## src/rtl/cfg_lut_bank.sv

```systemverilog
// cfg_lut_bank: bank of serially-programmed K-input LUTs with shadow/active tables and registered output
module cfg_lut_bank #(
  parameter int K       = 6,
  parameter int NUM_LUT = 4,
  parameter int CFG_W   = 8
) (
  input  logic                 clk,
  input  logic                 rst,
  input  logic                 cfg_start,
  input  logic                 cfg_valid,
  input  logic [CFG_W-1:0]     cfg_data,
  output logic                 cfg_ready,
  output logic                 cfg_done,
  output logic                 cfg_err,
  input  logic                 in_valid,
  input  logic [NUM_LUT*K-1:0] in_data,
  output logic                 out_valid,
  output logic [NUM_LUT-1:0]   out_data,
  output logic                 busy
);
  localparam int TBL    = 2**K;
  localparam int TOT    = NUM_LUT*TBL;
  localparam int NWORDS = TOT/CFG_W;
  localparam int CW     = NWORDS > 1 ? $clog2(NWORDS) : 1;
  typedef enum logic [1:0] {UNCFG, LOAD, RUN} state_t;
  state_t             state;
  logic [CW-1:0]      cnt;
  logic [TOT-1:0]     shadow, active, merged;
  logic [TBL-1:0]     tbl [NUM_LUT];
  logic [NUM_LUT-1:0] lut_bit;
  logic               accept, last, eval;
  assign cfg_ready = state == LOAD;
  assign busy      = state == LOAD;
  // a restart request takes priority over a word offered in the same cycle
  assign accept    = cfg_valid && state == LOAD && !cfg_start;
  assign last      = accept && cnt == CW'(NWORDS-1);
  assign eval      = in_valid && state == RUN;
  always_comb begin
    merged = shadow;
    merged[cnt*CFG_W +: CFG_W] = cfg_data;
  end
  for (genvar g = 0; g < NUM_LUT; g++) begin : g_lut
    assign tbl[g]     = active[g*TBL +: TBL];
    assign lut_bit[g] = tbl[g][in_data[g*K +: K]];
  end
  always_ff @(posedge clk) begin
    if (rst) begin
      state     <= UNCFG;
      cnt       <= '0;
      shadow    <= '0;
      active    <= '0;
      cfg_done  <= 1'b0;
      cfg_err   <= 1'b0;
      out_valid <= 1'b0;
      out_data  <= '0;
    end else begin
      cfg_done  <= last;
      cfg_err   <= (cfg_valid && state != LOAD) || (cfg_start && state == LOAD);
      out_valid <= eval;
      if (eval) out_data <= lut_bit;
      if (cfg_start) cnt <= '0;
      else if (accept) cnt <= cnt + 1'b1;
      if (accept) shadow <= merged;
      // the final word lands in the active table together with the rest of the shadow
      if (last) active <= merged;
      if (cfg_start) state <= LOAD;
      else if (last) state <= RUN;
    end
  end
endmodule

```

## config.mk

```make
export PLATFORM = sky130hd
export DESIGN_NAME = cfg_lut_bank
export DESIGN_NICKNAME = d
export VERILOG_FILES = /design/src/rtl/cfg_lut_bank.sv
export SDC_FILE = /design/constraint.sdc
export NUM_CORES = 1
export LEC_CHECK = 0
export CORE_MARGIN = 2
export CORE_UTILIZATION = 60
export CTS_CLUSTER_SIZE = 10
export DETAILED_ROUTE_END_ITERATION = 16
export PLACE_DENSITY = 0.87
export SLEW_MARGIN = 0
export SYNTH_ARGS = -nofsm -noshare
export SYNTH_HDL_FRONTEND = slang
export SYNTH_SLANG_ARGS = --single-unit
export TNS_END_PERCENT = 100
```

## constraint.sdc

```tcl
create_clock -name clk -period 4.2 [get_ports clk]
set_input_delay 0.84 -clock clk [delete_from_list [all_inputs] [get_ports clk]]
set_output_delay 0.84 -clock clk [all_outputs]
set_load 0.005 [all_outputs]
```

# Word-level counts from Yosys, hierarchy flattened
# Cells that the tools add are included.
# op_classes
addsub	2
order_cmp	4
n_eq_ne	4
shifts	2
n_mux	11
reduce_logical	10
# ops
operator	count
bitwise mux 256 bit	1
variable shift 8 x 34 -> 256 bit, first input constant	1
variable part select 8 x 34 -> 256 bit	1
negation 8 -> 34 bit	1
< comparator 6 x 7 -> 1 bit, second input constant	4
binary-select mux 1 bit (select 6 bit)	4
logical AND 1 bit	6
two-way mux 1 bit	6
adder 5 x 1 -> 5 bit, second input constant	1
== test 5 bit, second input constant	1
== test 2 x 1 -> 1 bit, second input constant	1
== test 2 bit, second input constant	1
!= test 2 x 1 -> 1 bit, second input constant	1
nonzero test 2 bit	1
OR reduction 2 bit	1
zero test 1 bit	1
logical OR 1 bit	1
# totals
reg_bits	526
in_bits	37
wordCells	42

# Logic depth before layout (Yosys ltp)
# Gate-level depths: netlist (run 1).
# depth
depth_word	6
ltp_mapped	14
ltp_nobuf	9

# Worst setup path after synthesis (run 1)
# Ideal clock, no wire load.
# synth_timing
path_type	register to register
start	register cnt[0]
end	register shadow[201]
arrival_time_ns	2.944
required_ns	4.072
path_slack_ns	1.128
stages_incl_launch_ff	15
cell_sequence	dfxtp_1 -> buf_2 -> inv_1 -> ha_1 -> buf_2 -> nor3b_1 -> ha_1 -> buf_2 -> a2111oi_4 -> and3b_1 -> buf_4 -> and2_1 -> buf_6 -> mux2i_1 -> nor2_1
# synth_via
elab_chain_cells	3
word_cells_on_any_way	4
# synth_rtl
element	line	rtl
start, declared	27	logic [CW-1:0] cnt;
start signal, assigned	62	else if (accept) cnt <= cnt + 1'b1;
negation 8 -> 34 bit (*)	40	merged[cnt*CFG_W +: CFG_W] = cfg_data;
variable part select 8 x 34 -> 256 bit or variable shift 8 x 34 -> 256 bit (tied branches)	40	
bitwise mux 256 bit (*)	40	
end signal, assigned	63	if (accept) shadow <= merged;
end, declared	28	logic [TOT-1:0] shadow, active, merged;
# Every way passes the cells marked *; elsewhere a longest branch is shown, timed or not.
# A chain may end at the register's enable or synchronous reset.

# Worst setup path after layout (run 1)
# layout_timing
start	register cnt[1]
end	register shadow[167]
# Same word-level chain as after synthesis.

==> metrics.txt, run 1 <==
CP Cell Sequence inv_1 > ha_1 > nor3b_1 > ha_1 > and3b_1 > nand3_1 > nor2_1 > nand2_1 > a21oi_1; Synth async-reset ratio 0%; Comb power frac 4.2%; Max Slew Vio Count 0; syn_nets 2713; crit-path max FO 14; vias in the first global route 19498; Pwr Total 9793 uW; min cycle time layout 3813 ps; Top cell by count, worst path ha_1; H-tree lvl count 2; final wirelength 67260 um; Die Height 201.6 um; CP Data Required Time 4740 ps; Inserted Clock Buffers 58; element type at the critical path end flip-flop; DP Wirelength 44490 um; Fill cells 2925; TNS Setup 0 ps; die area 40620 um2; DR iter-0 viols 2678; synth top area cells dfxtp_1 (45%), mux2i_1 (15%), nand2_1 (7.3%); Hold Buf Count CTS 0; DR vias 20043; global-route wire length before repair 105100 um; Buf/Inv on CP 1; peak supply drop 0.0003623 V; I/O pin count 46; synthesized instance count 2672; P_sw 2244 uW; nets 2669; ant diodes 0; hold_ws 446.2 ps; WL/cell 21.36 um; clk buf depth 3; RSZ-0062 raised after global routing no; final hold vios 0; initial antenna violation count 1; share of power burned in registers 51.0%; Synth Area per Inst 8.764 um2; area grow syn2layout 9.591%; share of layout cells above drive strength 1 8.514%; DR DRC count 0; remaining global-route overflow 0; switch share 22.92%; Vias/cell 6.365; status finished clean; slew margin rel. 14.13%; # clock sinks 526; critical path data arrival time 4350 ps; top post-synthesis cells by count dfxtp_1 (526), nand2_1 (457), mux2i_1 (350), nor2_1 (301), o21ai_0 (248); register area share after synthesis 44.97%; crit-path max cell delay 690 ps; post-synth top area share 44.97%; Synth area leader dfxtp_1; Die W 201.6 um; cts repair resizes 0; Tot GR Track Use 32.40%; Core ar. 38560 um2; largest net degree at the start of global routing 169; worst min path class reg2reg; fmax 0.2623 GHz; pwr/cell area 381.6 nW/um2; number of synthesized flops with an enable pin 0; clock latency at the later pin of the worst-skew pair 640 ps; delay-heaviest family, CP simple AND/OR/NAND/NOR gates; Top FF cell, synth dfxtp_1; period utilization 90.78%; most frequent cell after synthesis dfxtp_1; max-cap viol count 0; Final setup viols 0; Initial Util 60.73%; Syn. warnings 0; First-pass DRT Iterations 6; #FFs+latches synth 526; slew of the pin with the lowest slew margin 1279 ps; Syn Std Cell Area 23420 um2; GP Congestion 0.9157; critical path launch point type flip-flop; Port Buffers 45; CTS clk-pin slew, worst paths 60 ps; unique cell type count in the Yosys netlist 56; kind of critical path reg2reg; leak pwr 0.01019 uW; Clk pwr share 44.8%; Slowest cell on crit path and3b_1; Layout Skew 21.34 ps; Clock Tree Root clkbuf_16; number of placement rows 72; TritonCTS clock tree yes; ANT nets after route 0; Post CTS Setup Buffer Count 0; internal power 7549 uW
## placed cells by master, fill, tap and decap left out, drive strengths merged, types with 44 or more instances in the layout
cell type,n
nor3,105
nor2,301
mux4,52
clkdlybuf4s50,44
nand2,472
o21ai,267
nand3,50
dfxtp,526
buf,58
mux2i,350
a21oi,208
clkbuf,59
## logic make-up after synthesis
group,after synthesis,share of synthesized area (%)
simple gates,1007,18.68
flops,526,44.97
compound gates,509,11.75
mux,406,20.15
buf+inv,215,4.018
xor+xnor,5,0.2191
fa+ha+maj,4,0.2137
## flip-flops by register name, indices dropped and copies added, names as in the netlist
name / count
cnt: 5
out_valid: 1
cfg_err: 1
active: 256
state: 2
shadow: 256
out_data: 4
cfg_done: 1
## stage by stage
| stage | utilization [%] | cell area (um2) | cells | worst slack [ps] |
|---|---|---|---|---|
| after floorplan | - | 23420 | 2672 | 1128 |
| after global placement | 62.63 | 24150 | 3086 | 662.0 |
| after detailed placement | 62.63 | 24150 | 3086 | 519.5 |
| after CTS | 66.56 | 25660 | 3149 | 457.4 |
| after global routing | 66.56 | 25660 | 3149 | 176.0 |
| final | 66.56 | 25660 | 3149 | 387.4 |
## power by group through the flow
| stage | clock network, uW | logic, uW | registers [uW] |
|---|---|---|---|
| finish | 4390 | 407 | 5000 |
| global route | 4610 | 423 | 5000 |
| CTS | 4390 | 393 | 5000 |
| detailed placement | 0 | 390 | 5110 |
| global placement | 0 | 381 | 5110 |
| floorplan | 0 | 239 | 5110 |
## layer usage
metal,track usage [%],vias up,routed length (um)
met5,0,-,14
met4,17.41,2,3722
met3,7.418,262,6883
met2,51.54,1130,30720
met1,41.08,9537,25920
li1,-,9112,-
## layout make-up
class,count,area (um2),area share [%]
Timing Repair Buffer,102,942.2,3.671
Inverter,9,33.78,0.1316
Clock inverter,4,61.31,0.2389
Clock buffer,59,1455,5.670
Sequential cell,526,10530,41.03
Tap cell,518,648.1,2.525
Multi-Input combinational cell,1931,11990,46.73
## tightest hold or removal path: cells and delay by family (launching register included)
kind               cells  cell delay [ps]
and+or+nand+nor        1               50
AOI/OAI and AO/OA      1               50
DFF                    1              310
## worst paths after layout
kind              cells past startpoint          end  slack (ps)        start
hold / removal                        2  active[104]         450  active[104]
setup reg to reg                      9  shadow[167]         390       cnt[1]
hold reg to reg                       2  active[104]         450  active[104]
setup / recovery                      9  shadow[167]         390       cnt[1]
(Power assumes the default switching activity.)
==> run 2, diff against run 1 <==
--- a/config.mk
+++ b/config.mk
@@ -6,10 +6,10 @@
 export NUM_CORES = 1
 export LEC_CHECK = 0
 export CORE_MARGIN = 2
-export CORE_UTILIZATION = 60
+export CORE_UTILIZATION = 55
 export CTS_CLUSTER_SIZE = 10
 export DETAILED_ROUTE_END_ITERATION = 16
-export PLACE_DENSITY = 0.87
+export PLACE_DENSITY = 0.82
 export SLEW_MARGIN = 0
 export SYNTH_ARGS = -nofsm -noshare
 export SYNTH_HDL_FRONTEND = slang
==> metrics.txt, run 2 (same netlist as run 1, synthesis figures left out) <==
die area 44240 um2; vias in the first global route 18845; kind of critical path reg2reg; leak pwr 0.01027 uW; CP Data Required Time 4730 ps; TritonCTS clock tree yes; clock latency at the later pin of the worst-skew pair 620 ps; element type at the critical path end flip-flop; Die W 210.3 um; max-cap viol count 0; First-pass DRT Iterations 6; Port Buffers 45; remaining global-route overflow 0; initial antenna violation count 0; Core ar. 41950 um2; # clock sinks 526; CP Cell Sequence inv_1 > ha_1 > nor3b_1 > ha_1 > a2111oi_4 > nand3_1 > nor3_1 > a21oi_1 > a211oi_1; delay-heaviest family, CP simple AND/OR/NAND/NOR gates; Pwr Total 9782 uW; min cycle time layout 3797 ps; global-route wire length before repair 102000 um; period utilization 90.40%; largest net degree at the start of global routing 102; final wirelength 64900 um; CTS clk-pin slew, worst paths 60 ps; Max Slew Vio Count 0; Layout Skew 19.75 ps; reg-to-reg startpoint cnt[0]; Tot GR Track Use 29.09%; DR iter-0 viols 2276; Post CTS Setup Buffer Count 0; Die Height 210.3 um; P_sw 2195 uW; switch share 22.44%; Comb power frac 4.2%; critical path launch point type flip-flop; number of placement rows 75; TNS Setup 0 ps; slew margin rel. 19.17%; H-tree lvl count 2; crit-path max cell delay 660 ps; Fill cells 3344; ANT nets after route 0; share of layout cells above drive strength 1 8.991%; peak supply drop 0.0002923 V; Top cell by count, worst path ha_1; slew of the pin with the lowest slew margin 1212 ps; biggest regs active: 256 flops, shadow: 256 flops, cnt: 5 flops; most common cell after layout, fill and taps aside dfxtp_1; pwr/cell area 378.7 nW/um2; Clock Tree Root clkbuf_16; I/O pin count 46; Final setup viols 0; share of power burned in registers 51.1%; Inserted Clock Buffers 58; cts repair resizes 0; worst min path class reg2reg; Slowest cell on crit path dfxtp_1; DR vias 19746; Min-Delay Startpoint active[20]; final hold vios 0; crit-path max FO 18; GP Congestion 0.9346; DP Worst Slack 521.9 ps; Critical path origin cnt[0]; Hold Buf Count CTS 0; fmax 0.2634 GHz; Clk pwr share 44.7%; WL/cell 20.37 um; clk buf depth 3; DR DRC count 0; critical path data arrival time 4320 ps; Vias/cell 6.196; area grow syn2layout 10.32%; DP Wirelength 44010 um; internal power 7587 uW; status finished clean; Final WS setup 403.1 ps; Buf/Inv on CP 1; commonest cells after routing, fill and taps aside dfxtp_1 (526), nand2_1 (457), mux2i_1 (350); Initial Util 55.83%; nets 2683; RSZ-0062 raised after global routing no
==> run 2: cell count changes in the layout (fill, tap and decap cells not counted), sizes merged <==
cell,previous run,this run
buf,58,71
clkinv,2,0
diode,0,1
clkbuf,59,64
==> run 2: cell type report <==
| cell class | instances | area (um2) | share of cell area, % |
|---|---|---|---|
| antenna | 1 | 2.502 | 0.009686 |
| clock buffer | 63 | 1491 | 5.773 |
| clock inverter | 2 | 28.78 | 0.1114 |
| inverter | 9 | 33.78 | 0.1308 |
| multi-input combinational | 1931 | 12000 | 46.45 |
| sequential | 526 | 10530 | 40.76 |
| tap | 539 | 674.4 | 2.610 |
| timing repair buffer | 116 | 1075 | 4.160 |
==> run 2: final timing paths <==
kind / slack [ps] / depth (start not counted) / to
worst min-delay path: 450 / 2 / active[20]
worst max register to register: 400 / 9 / shadow[86]
worst min register to register: 450 / 2 / active[20]
worst max-delay path: 400 / 9 / shadow[86]
==> run 2: per-layer routing <==
metal / track usage (%) / routed length [um] / up-vias
met2: 46.62 / 29480 / 960
met3: 6.347 / 6029 / 226
li1: - / - / 9144
met1: 37.34 / 26110 / 9416
met4: 14.26 / 3285 / 0
met5: 0 / 0 / -
==> run 2: worst min-delay path: cells and delay by family, from the launching register on <==
family | cells | cell delay (ps)
compound gates | 1 | 50
flops | 1 | 310
simple gates | 1 | 50
==> run 2: power by group through the flow <==
stage | clock network [uW] | registers, uW | logic (uW)
after floorplan | 0 | 5110 | 239
after global placement | 0 | 5110 | 388
after detailed placement | 0 | 5110 | 396
after CTS | 4390 | 5000 | 397
after global routing | 4620 | 5000 | 427
final | 4370 | 5000 | 408
==> run 2: through the flow <==
| stage | instance area [um2] | std cells | hold slack (ps) | util, % |
|---|---|---|---|---|
| floorplan | 23420 | 2672 | 419.8 | - |
| global placement | 24310 | 3121 | 429.2 | 57.96 |
| detailed placement | 24310 | 3121 | 440.6 | 57.96 |
| CTS | 25830 | 3186 | 448.1 | 61.58 |
| global route | 25830 | 3186 | 465.1 | 61.58 |
| finish | 25830 | 3187 | 447.7 | 61.59 |
